--- config.mk ---
export PLATFORM = sky130hd
export DESIGN_NAME = atctlc2axi500_sync_multi
export DESIGN_NICKNAME = d
export VERILOG_FILES = /design/src/rtl/atctlc2axi500_sync_multi.sv
export SDC_FILE = /design/constraint.sdc
export NUM_CORES = 1
export LEC_CHECK = 0
export BUFFER_PORTS_ARGS = -buffer_cell sky130_fd_sc_hd__buf_2
export CORE_AREA = 2 2 39 41
export DETAILED_ROUTE_END_ITERATION = 6
export DIE_AREA = 0 0 41 43
export MAX_ROUTING_LAYER = met4
export PLACE_DENSITY_LB_ADDON = 0.05
export SLEW_MARGIN = 25
export SYNTH_ARGS = -nofsm -noshare
export SYNTH_HDL_FRONTEND = slang
export SYNTH_SLANG_ARGS = --single-unit
export TNS_END_PERCENT = 5
--- constraint.sdc ---
create_clock -name clk -period 0.8 [get_ports clk]
set_input_delay 0.04 -clock clk [delete_from_list [all_inputs] [get_ports clk]]
set_output_delay 0.04 -clock clk [all_outputs]
set_load 0.05 [all_outputs]
--- src/rtl/atctlc2axi500_sync_multi.sv ---
// Multi-channel level synchronizer: per-channel sync chain, optional stability filter, edge pulses.
// Optional sticky event flags are enabled by defining ATCTLC2AXI500_SYNC_STICKY_EN.
module atctlc2axi500_sync_multi #(
  parameter int              CH          = 4,
  parameter int              SYNC_STAGE  = 2,
  parameter logic [CH-1:0]   RESET_VALUE = {CH{1'b0}},
  parameter int              FILT_CYC    = 0
) (
  input  logic          clk,
  input  logic          resetn,
  input  logic [CH-1:0] d,
  output logic [CH-1:0] q,
  output logic [CH-1:0] q_rise,
  output logic [CH-1:0] q_fall,
  input  logic [CH-1:0] evt_clr,
  output logic [CH-1:0] evt_sticky
);

  localparam int CNT_W = (FILT_CYC < 1) ? 1 : $clog2(FILT_CYC + 1);

  if (SYNC_STAGE < 2) begin : g_bad_stage
    $error("atctlc2axi500_sync_multi: SYNC_STAGE must be at least 2");
  end

`ifndef ATCTLC2AXI500_SYNC_STICKY_EN
  logic w_unused_clr;
  assign w_unused_clr = ^evt_clr;
`endif

  for (genvar i = 0; i < CH; i++) begin : g_ch
    logic [SYNC_STAGE-1:0] r_sync;
    logic                  w_raw;
    logic                  w_q;
    logic                  r_qd;
    logic                  w_rise;
    logic                  w_fall;

    always_ff @(posedge clk) begin
      if (!resetn) begin
        r_sync <= {SYNC_STAGE{RESET_VALUE[i]}};
      end else begin
        r_sync <= {r_sync[SYNC_STAGE-2:0], d[i]};
      end
    end

    assign w_raw = r_sync[SYNC_STAGE-1];

    if (FILT_CYC == 0) begin : g_nofilt
      assign w_q = w_raw;
    end else begin : g_filt
      localparam logic [CNT_W-1:0] CNT_LAST = CNT_W'(FILT_CYC - 1);
      logic [CNT_W-1:0] r_cnt;
      logic             r_q;

      // Any return of raw to the held level restarts the count, so only a
      // change that persists FILT_CYC consecutive cycles is accepted.
      always_ff @(posedge clk) begin
        if (!resetn) begin
          r_cnt <= '0;
          r_q   <= RESET_VALUE[i];
        end else if (w_raw == r_q) begin
          r_cnt <= '0;
        end else if (r_cnt == CNT_LAST) begin
          r_cnt <= '0;
          r_q   <= w_raw;
        end else begin
          r_cnt <= r_cnt + CNT_W'(1);
        end
      end

      assign w_q = r_q;
    end

    always_ff @(posedge clk) begin
      if (!resetn) begin
        r_qd <= RESET_VALUE[i];
      end else begin
        r_qd <= w_q;
      end
    end

    assign w_rise    = w_q & ~r_qd;
    assign w_fall    = ~w_q & r_qd;
    assign q[i]      = w_q;
    assign q_rise[i] = w_rise;
    assign q_fall[i] = w_fall;

`ifdef ATCTLC2AXI500_SYNC_STICKY_EN
    logic r_sticky;

    // A new edge outranks a clear arriving in the same cycle.
    always_ff @(posedge clk) begin
      if (!resetn) begin
        r_sticky <= 1'b0;
      end else if (w_rise | w_fall) begin
        r_sticky <= 1'b1;
      end else if (evt_clr[i]) begin
        r_sticky <= 1'b0;
      end
    end

    assign evt_sticky[i] = r_sticky;
`else
    assign evt_sticky[i] = 1'b0;
`endif
  end

endmodule

==> results of run 1 <==
-- Yosys cell counts --
library cell  number
dfxtp_1           12
conb_1             1
nor2b_1            8
buf_6              1
and2_2             8
buf_4             16
and2_1             4
-- final timing paths --
path	to	depth (start not counted)	slack, ps
max	q_rise[0]	2	-180
min	g_ch[0].r_sync[0]$_SDFF_PN0_	2	110
max reg2reg	g_ch[3].r_qd$_SDFF_PN0_	1	190
min reg2reg	g_ch[2].r_sync[1]$_SDFF_PN0_	1	450
-- sequential cells by signal, indices dropped and copies added, names as in the netlist --
name,flops
g_ch.r_qd,4
g_ch.r_sync,8
-- report_power, final --
group	leakage (nW)	switching, W	internal (W)
registers	0.103	0.0000182	0.000620
clock network	0.0210	0.000183	0.000276
logic	0.200	0.000145	0.0000925
total	0.324	0.000347	0.000988
-- final cells by class --
cell class	count	area, sq um
sequential	12	255
fill	129	671
timing repair buffer	21	201
tap	16	20.0
clock buffer	4	36.3
multi-input combinational	24	200
-- cells by family after synthesis --
kind of cell	synth area share, %
buffers and inverters	25.7
flip-flops	47.1
other	0.735
AND/OR/NAND/NOR	26.5
-- per-stage QoR --
stage,setup TNS [ps],std cells
final,-1620,77
after global routing,-2150,77
after global placement,0,69
after floorplan,0,53
after detailed placement,0,69
after CTS,-1750,77
-- timing repair --
item | in CTS | in global routing
gates resized for setup | 36 | 13
hold endpoints to repair | 4 | 0
hold buffers | 4 | 0
setup endpoints to repair | 12 | 12
-- routing by layer --
layer	global-route usage, %	up-vias
li1	-	151
met1	9.54	135
met2	14.4	14
met3	4.71	0
met4	4.00	0
met5	-	-
==> summary.md, run 1 <==
| Metric | Value |
|---|---|
| Netlist cell types | `7` |
| Sequential area share after synthesis | `47.1%` |
| Largest net degree at the start of global routing | `13` |
| GRT overflow | `0` |
| CP top delay family | `flip-flops` |
| Final WS setup | `-182 ps` |
| Via density | `around 3.9` |
| Min Tclk post-route | `982 ps` |
| Final WL | `between 700 and 800 um` |
| Total chip power | `0.00133 W` |
| Met2 routed WL | `between 400 and 500 um` |
| Dpl cell area | `between 400 and 500 sq um` |
| Synthesis Warnings | `0` |
| Clk pin slew, worst setup/hold paths | `80 ps` |
| Syn Area/Cell | `10.2 sq um` |
| Hold Crit Class | `in2reg` |
| Syn Inst Count | `50` |
| Die height | `approximately 43 um` |
| Area growth syn-to-layout | `39.7%` |
| DP Wirelength | `about 430 um` |
| Fin area | `713 sq um` |
| Routed vias | `300` |
| Hold WS | `roughly 110 ps` |
| CP Max Fanout | `4` |
| Failing checks | `negative setup slack` |
| Yosys reg bits | `12` |
| Initial Util | `36.9%` |
| Endpoint type of the worst setup path | `primary output` |
| Status | `finished with violations` |
| Required @ worst endpoint | `between 700 and 800 ps` |
| Setup repair after global routing missed its margin | `true` |
| Top-area cell type share of the netlist area | `between 40 and 50%` |
| Total Routing Usage GR | `9.33%` |
| Max-Cap Viols | `0` |
| WL met1 | `278 um` |
| Die W | `41 um` |
| Die area | `roughly 1800 sq um` |
| Max Clk Rate | `1.02 GHz` |
| DRC | `0` |
| P per Cell Area | `1870 nW/um^2` |
| Leakage | `about 0.32 nW` |
| Met3 WL | `between 40 and 50 um` |
| Final design utilization | `about half` |
| Crit-path cells | `nor2b_4 > buf_6` |
| Worst vdd ir | `just over 0.001 V` |
| R2r startpoint | `g_ch[3].r_sync[1]$_SDFF_PN0_` |
| Setup Skew | `around 6.5 ps` |
| Max incr delay on CP | `370 ps` |
| CTS max path bufs | `2` |
| Most frequent cells in the layout | `8 x and2_2, 6 x nor2b_4, 6 x dfxtp_2, 6 x buf_2, 5 x buf_6` |
| Post-synth top area cell | `dfxtp_1` |
| Initial antenna violation count | `0` |
| First-pass GRT wire length | `roughly 1100 um` |
| ANT nets after route | `0` |
| CP Launch Point | `g_ch[0].r_sync[1]$_SDFF_PN0_` |
| Critical Path Start Type | `flip-flop` |
| Highest metal used | `met3` |
| Synth top area cells | `dfxtp_1 47%, buf_4 24%, and2_2 12%, nor2b_1 9.8%, and2_1 4.9%` |
| WP data arrival | `940 ps` |
| CP Buf/Inv Count | `1` |
| HP Start | `resetn` |
| Crit share post-route | `123%` |
| DRT Pass-1 Iters | `1` |
| Drt wl/cell | `about 9.4 um` |
| Root Buffer | `clkbuf_4` |
| Clk_lat worst skew | `about 260 ps` |
| # Post-CTS Setup Buffers | `0` |
| First DRT Iteration DRCs | `0` |
| DP Worst Slack | `13.1 ps` |
| CTS buffer count | `3` |
| Core region area | `about 1400 sq um` |
| RePlAce Congestion | `roughly 0.57` |
| CTS tree | `built` |
| I/O Pins | `26` |
| Share of cells above drive strength 1 | `between 70% and 80%` |
| I/O Buffers | `17` |
| Final Setup Violations | `12` |
| Vias in the first global route | `around 290` |
| H-tree levels | `1` |
| Antenna Cells | `0` |
| Final Hold Viols | `0` |
| Row count | `14` |
| Final nets | `between 70 and 80` |
| Critical-path top delay cell | `dfxtp_4` |
| Pins Over Slew Limit | `0` |
| Clk sinks | `12` |
| Critical Setup Path Class | `reg2out` |
| Commonest non-fill, non-tap cell in the layout | `and2_2` |
| Cell area after synthesis | `~500 sq um` |
No activity file was read; power rests on OpenSTA's default activity.
==> inputs of run 2 (changes only) <==
PLACE_DENSITY = 0.68   (was default)
PLACE_DENSITY_LB_ADDON = default   (was 0.05)
==> run 2 against run 1 <==
  * Global-route usage grew 0.65 points
  * Critical path depth is the same
  * Count of clock-buffer cells in the layout is the same
  * Cell count is the same
  * The flow still finishes with violations (negative setup slack)
  * Cell area down 1.9%
  * Flip-flop and latch count unchanged
  * First-iteration DRC count stayed put
  * Non-clock buffer count unchanged
  * Highest routed layer is now met4
==> summary.md, run 2 (synthesis results as in run 1) <==
| Metric | Value |
|---|---|
| Status | `finished with violations` |
| Failing checks | `negative setup slack` |
| Largest register FFs | `8 (unchanged)` |
| CTS tree | `built` |
| I/O Pins | `26 (unchanged)` |
| Final Hold Viols | `0 (unchanged)` |
| Setup repair after global routing missed its margin | `true` |
| Largest reg by FF count | `g_ch.r_sync` |
| Pins Over Slew Limit | `0 (unchanged)` |
| Fillers | `143 (+11%)` |
| Total Routing Usage GR | `9.98% (+0.65 points)` |
| R2r setup slk | `180 ps (about the same)` |
| Endpoint type of the worst setup path | `primary output` |
| Critical Setup Path Class | `reg2out` |
| Final WS setup | `-169 ps (+12.6 ps)` |
| R2r startpoint | `g_ch[2].r_sync[1]$_SDFF_PN0_` |
| Root Buffer | `clkbuf_4` |
| Die area | `1760 sq um (unchanged)` |
| First DRT Iteration DRCs | `0 (unchanged)` |
| # Post-CTS Setup Buffers | `0 (unchanged)` |
| Commonest non-fill, non-tap cell in the layout | `and2_2` |
| Critical-path top delay cell | `dfxtp_2` |
| Clk pin slew, worst setup/hold paths | `70 ps (about the same)` |
| Hold EP | `g_ch[0].r_qd$_SDFF_PN0_` |
| TNS Setup | `-1580 ps (+45.5 ps)` |
| Routed vias | `305 (+1.7%)` |
| Clk_lat worst skew | `260 ps (about the same)` |
| Crit share post-route | `121% (-1.6 points)` |
| GRT overflow | `0 (unchanged)` |
| Initial antenna violation count | `0 (unchanged)` |
| Hold Crit Class | `in2reg` |
| Row count | `14 (unchanged)` |
| Biggest regs | `g_ch.r_sync (8), g_ch.r_qd (4)` |
| CTS max path bufs | `2 (unchanged)` |
| Hold WS | `108 ps (+0.290 ps)` |
| Die height | `43 um (unchanged)` |
| Max incr delay on CP | `350 ps (-20 ps)` |
| RePlAce Congestion | `0.572 (+0.92%)` |
| Initial Util | `36.9% (unchanged)` |
| H-tree levels | `1 (unchanged)` |
| First-pass GRT wire length | `1100 um (+3.3%)` |
| Worst R2R End | `g_ch[2].r_qd$_SDFF_PN0_` |
| Antenna Cells | `0 (unchanged)` |
| DP Worst Slack | `12.9 ps (-0.164 ps)` |
| I/O Buffers | `17 (unchanged)` |
| Final WL | `673 um (-7.0%)` |
| HP Start | `resetn` |
| DRT Pass-1 Iters | `1 (unchanged)` |
| Setup Skew | `0.563 ps (-5.95 ps)` |
| Via density | `3.96 (+1.7%)` |
| Area growth syn-to-layout | `37.0%` |
| ANT nets after route | `0 (unchanged)` |
| Required @ worst endpoint | `760 ps (about the same)` |
| Max Clk Rate | `1.03 GHz (+1.3%)` |
| Leakage | `0.320 nW (-1.2%)` |
| Clk sinks | `12 (unchanged)` |
| DRC | `0 (unchanged)` |
| P per Cell Area | `1890 nW/um^2 (+0.85%)` |
| Crit-path cells | `nor2b_2 > buf_6` |
| Critical Path Start Type | `flip-flop` |
| Core region area | `1380 sq um (unchanged)` |
| Die W | `41 um (unchanged)` |
| Largest net degree at the start of global routing | `13 (unchanged)` |
| Min Tclk post-route | `969 ps (-12.6 ps)` |
| WP data arrival | `930 ps (about the same)` |
| Hold path cells | `2 (unchanged)` |
| Max-Cap Viols | `0 (unchanged)` |
| Worst vdd ir | `0.000999 V (-3.7%)` |
| Final Setup Violations | `12 (unchanged)` |
| CP Max Fanout | `2 (-2)` |
| CTS buffer count | `3 (unchanged)` |
| Cell count of the worst reg-to-reg path | `1 (unchanged)` |
| Drt wl/cell | `8.74 um (-7.0%)` |
| Vias in the first global route | `307 (+7.0%)` |
| Share of cells above drive strength 1 | `73.8% (unchanged)` |
| Most frequent cells in the layout | `8 x and2_2, 6 x buf_2, 6 x buf_6` |
| Final nets | `72 (unchanged)` |
-- run 2: layer usage --
layer  part of all wire (%)  routed length (um)  vias up  GRT usage, %
li1                       -                   -      151             -
met1                     36                 239      139          8.64
met2                     56                 379       13          16.3
met3                    6.5                  44        2          4.71
met4                    1.5                  10        0          6.00
met5                      0                   0        -             -
-- run 2: through the flow --
step / instances / utilization [%] / total power (W) / instance area, sq um
after floorplan: 53 / - / 0.000840 / 522
final: 77 / 50.5 / 0.00132 / 699
after global routing: 77 / 50.5 / 0.00139 / 699
after detailed placement: 69 / 35.8 / 0.000827 / 495
after CTS: 77 / 47.1 / 0.00134 / 652
after global placement: 69 / 35.8 / 0.000824 / 495
-- run 2: area by class of cell --
class	instances	area [sq um]	area share (%)
sequential	12	258	36.9
multi-input combinational	24	195	27.9
timing repair buffer	21	190	27.2
clock buffer	4	36.3	5.19
tap	16	20.0	2.86
-- run 2: timing repair --
| item | CTS | global route |
|---|---|---|
| hold endpoints to repair | 4 | 0 |
| resized for setup | 31 | 16 |
| hold buffers | 4 | 0 |
| endpoints found under the setup margin | 12 | 12 |
-- run 2: where the power goes --
| group | internal, W | switching [W] | total [W] | leakage, nW |
|---|---|---|---|---|
| registers | 0.000617 | 0.0000170 | 0.000634 | 0.103 |
| logic | 0.0000868 | 0.000143 | 0.000230 | 0.196 |
| clock network | 0.000276 | 0.000179 | 0.000455 | 0.0210 |
-- run 2: worst max-delay path by stage --
| stage | slack [ps] | from | end | cells after the start |
|---|---|---|---|---|
| 2_1_floorplan | 120 | g_ch[0].r_sync[1]$_SDFF_PN0_ | q_rise[0] | 2 |
| 3_3_place_gp | 30 | g_ch[1].r_sync[1]$_SDFF_PN0_ | q_rise[1] | 2 |
| 3_5_place_dp | 10 | g_ch[3].r_sync[1]$_SDFF_PN0_ | q_rise[3] | 2 |
| 4_1_cts | -180 | g_ch[1].r_qd$_SDFF_PN0_ | q_fall[1] | 2 |
| 5_1_grt | -220 | g_ch[1].r_qd$_SDFF_PN0_ | q_fall[1] | 2 |
| 6_report | -170 | g_ch[3].r_qd$_SDFF_PN0_ | q_fall[3] | 2 |
-- run 2: critical path, delay by kind of cell, from the launching register on --
family,cells,cell delay (ps)
AND/OR/NAND/NOR,1,150
buffers and inverters,1,160
flip-flops,1,350
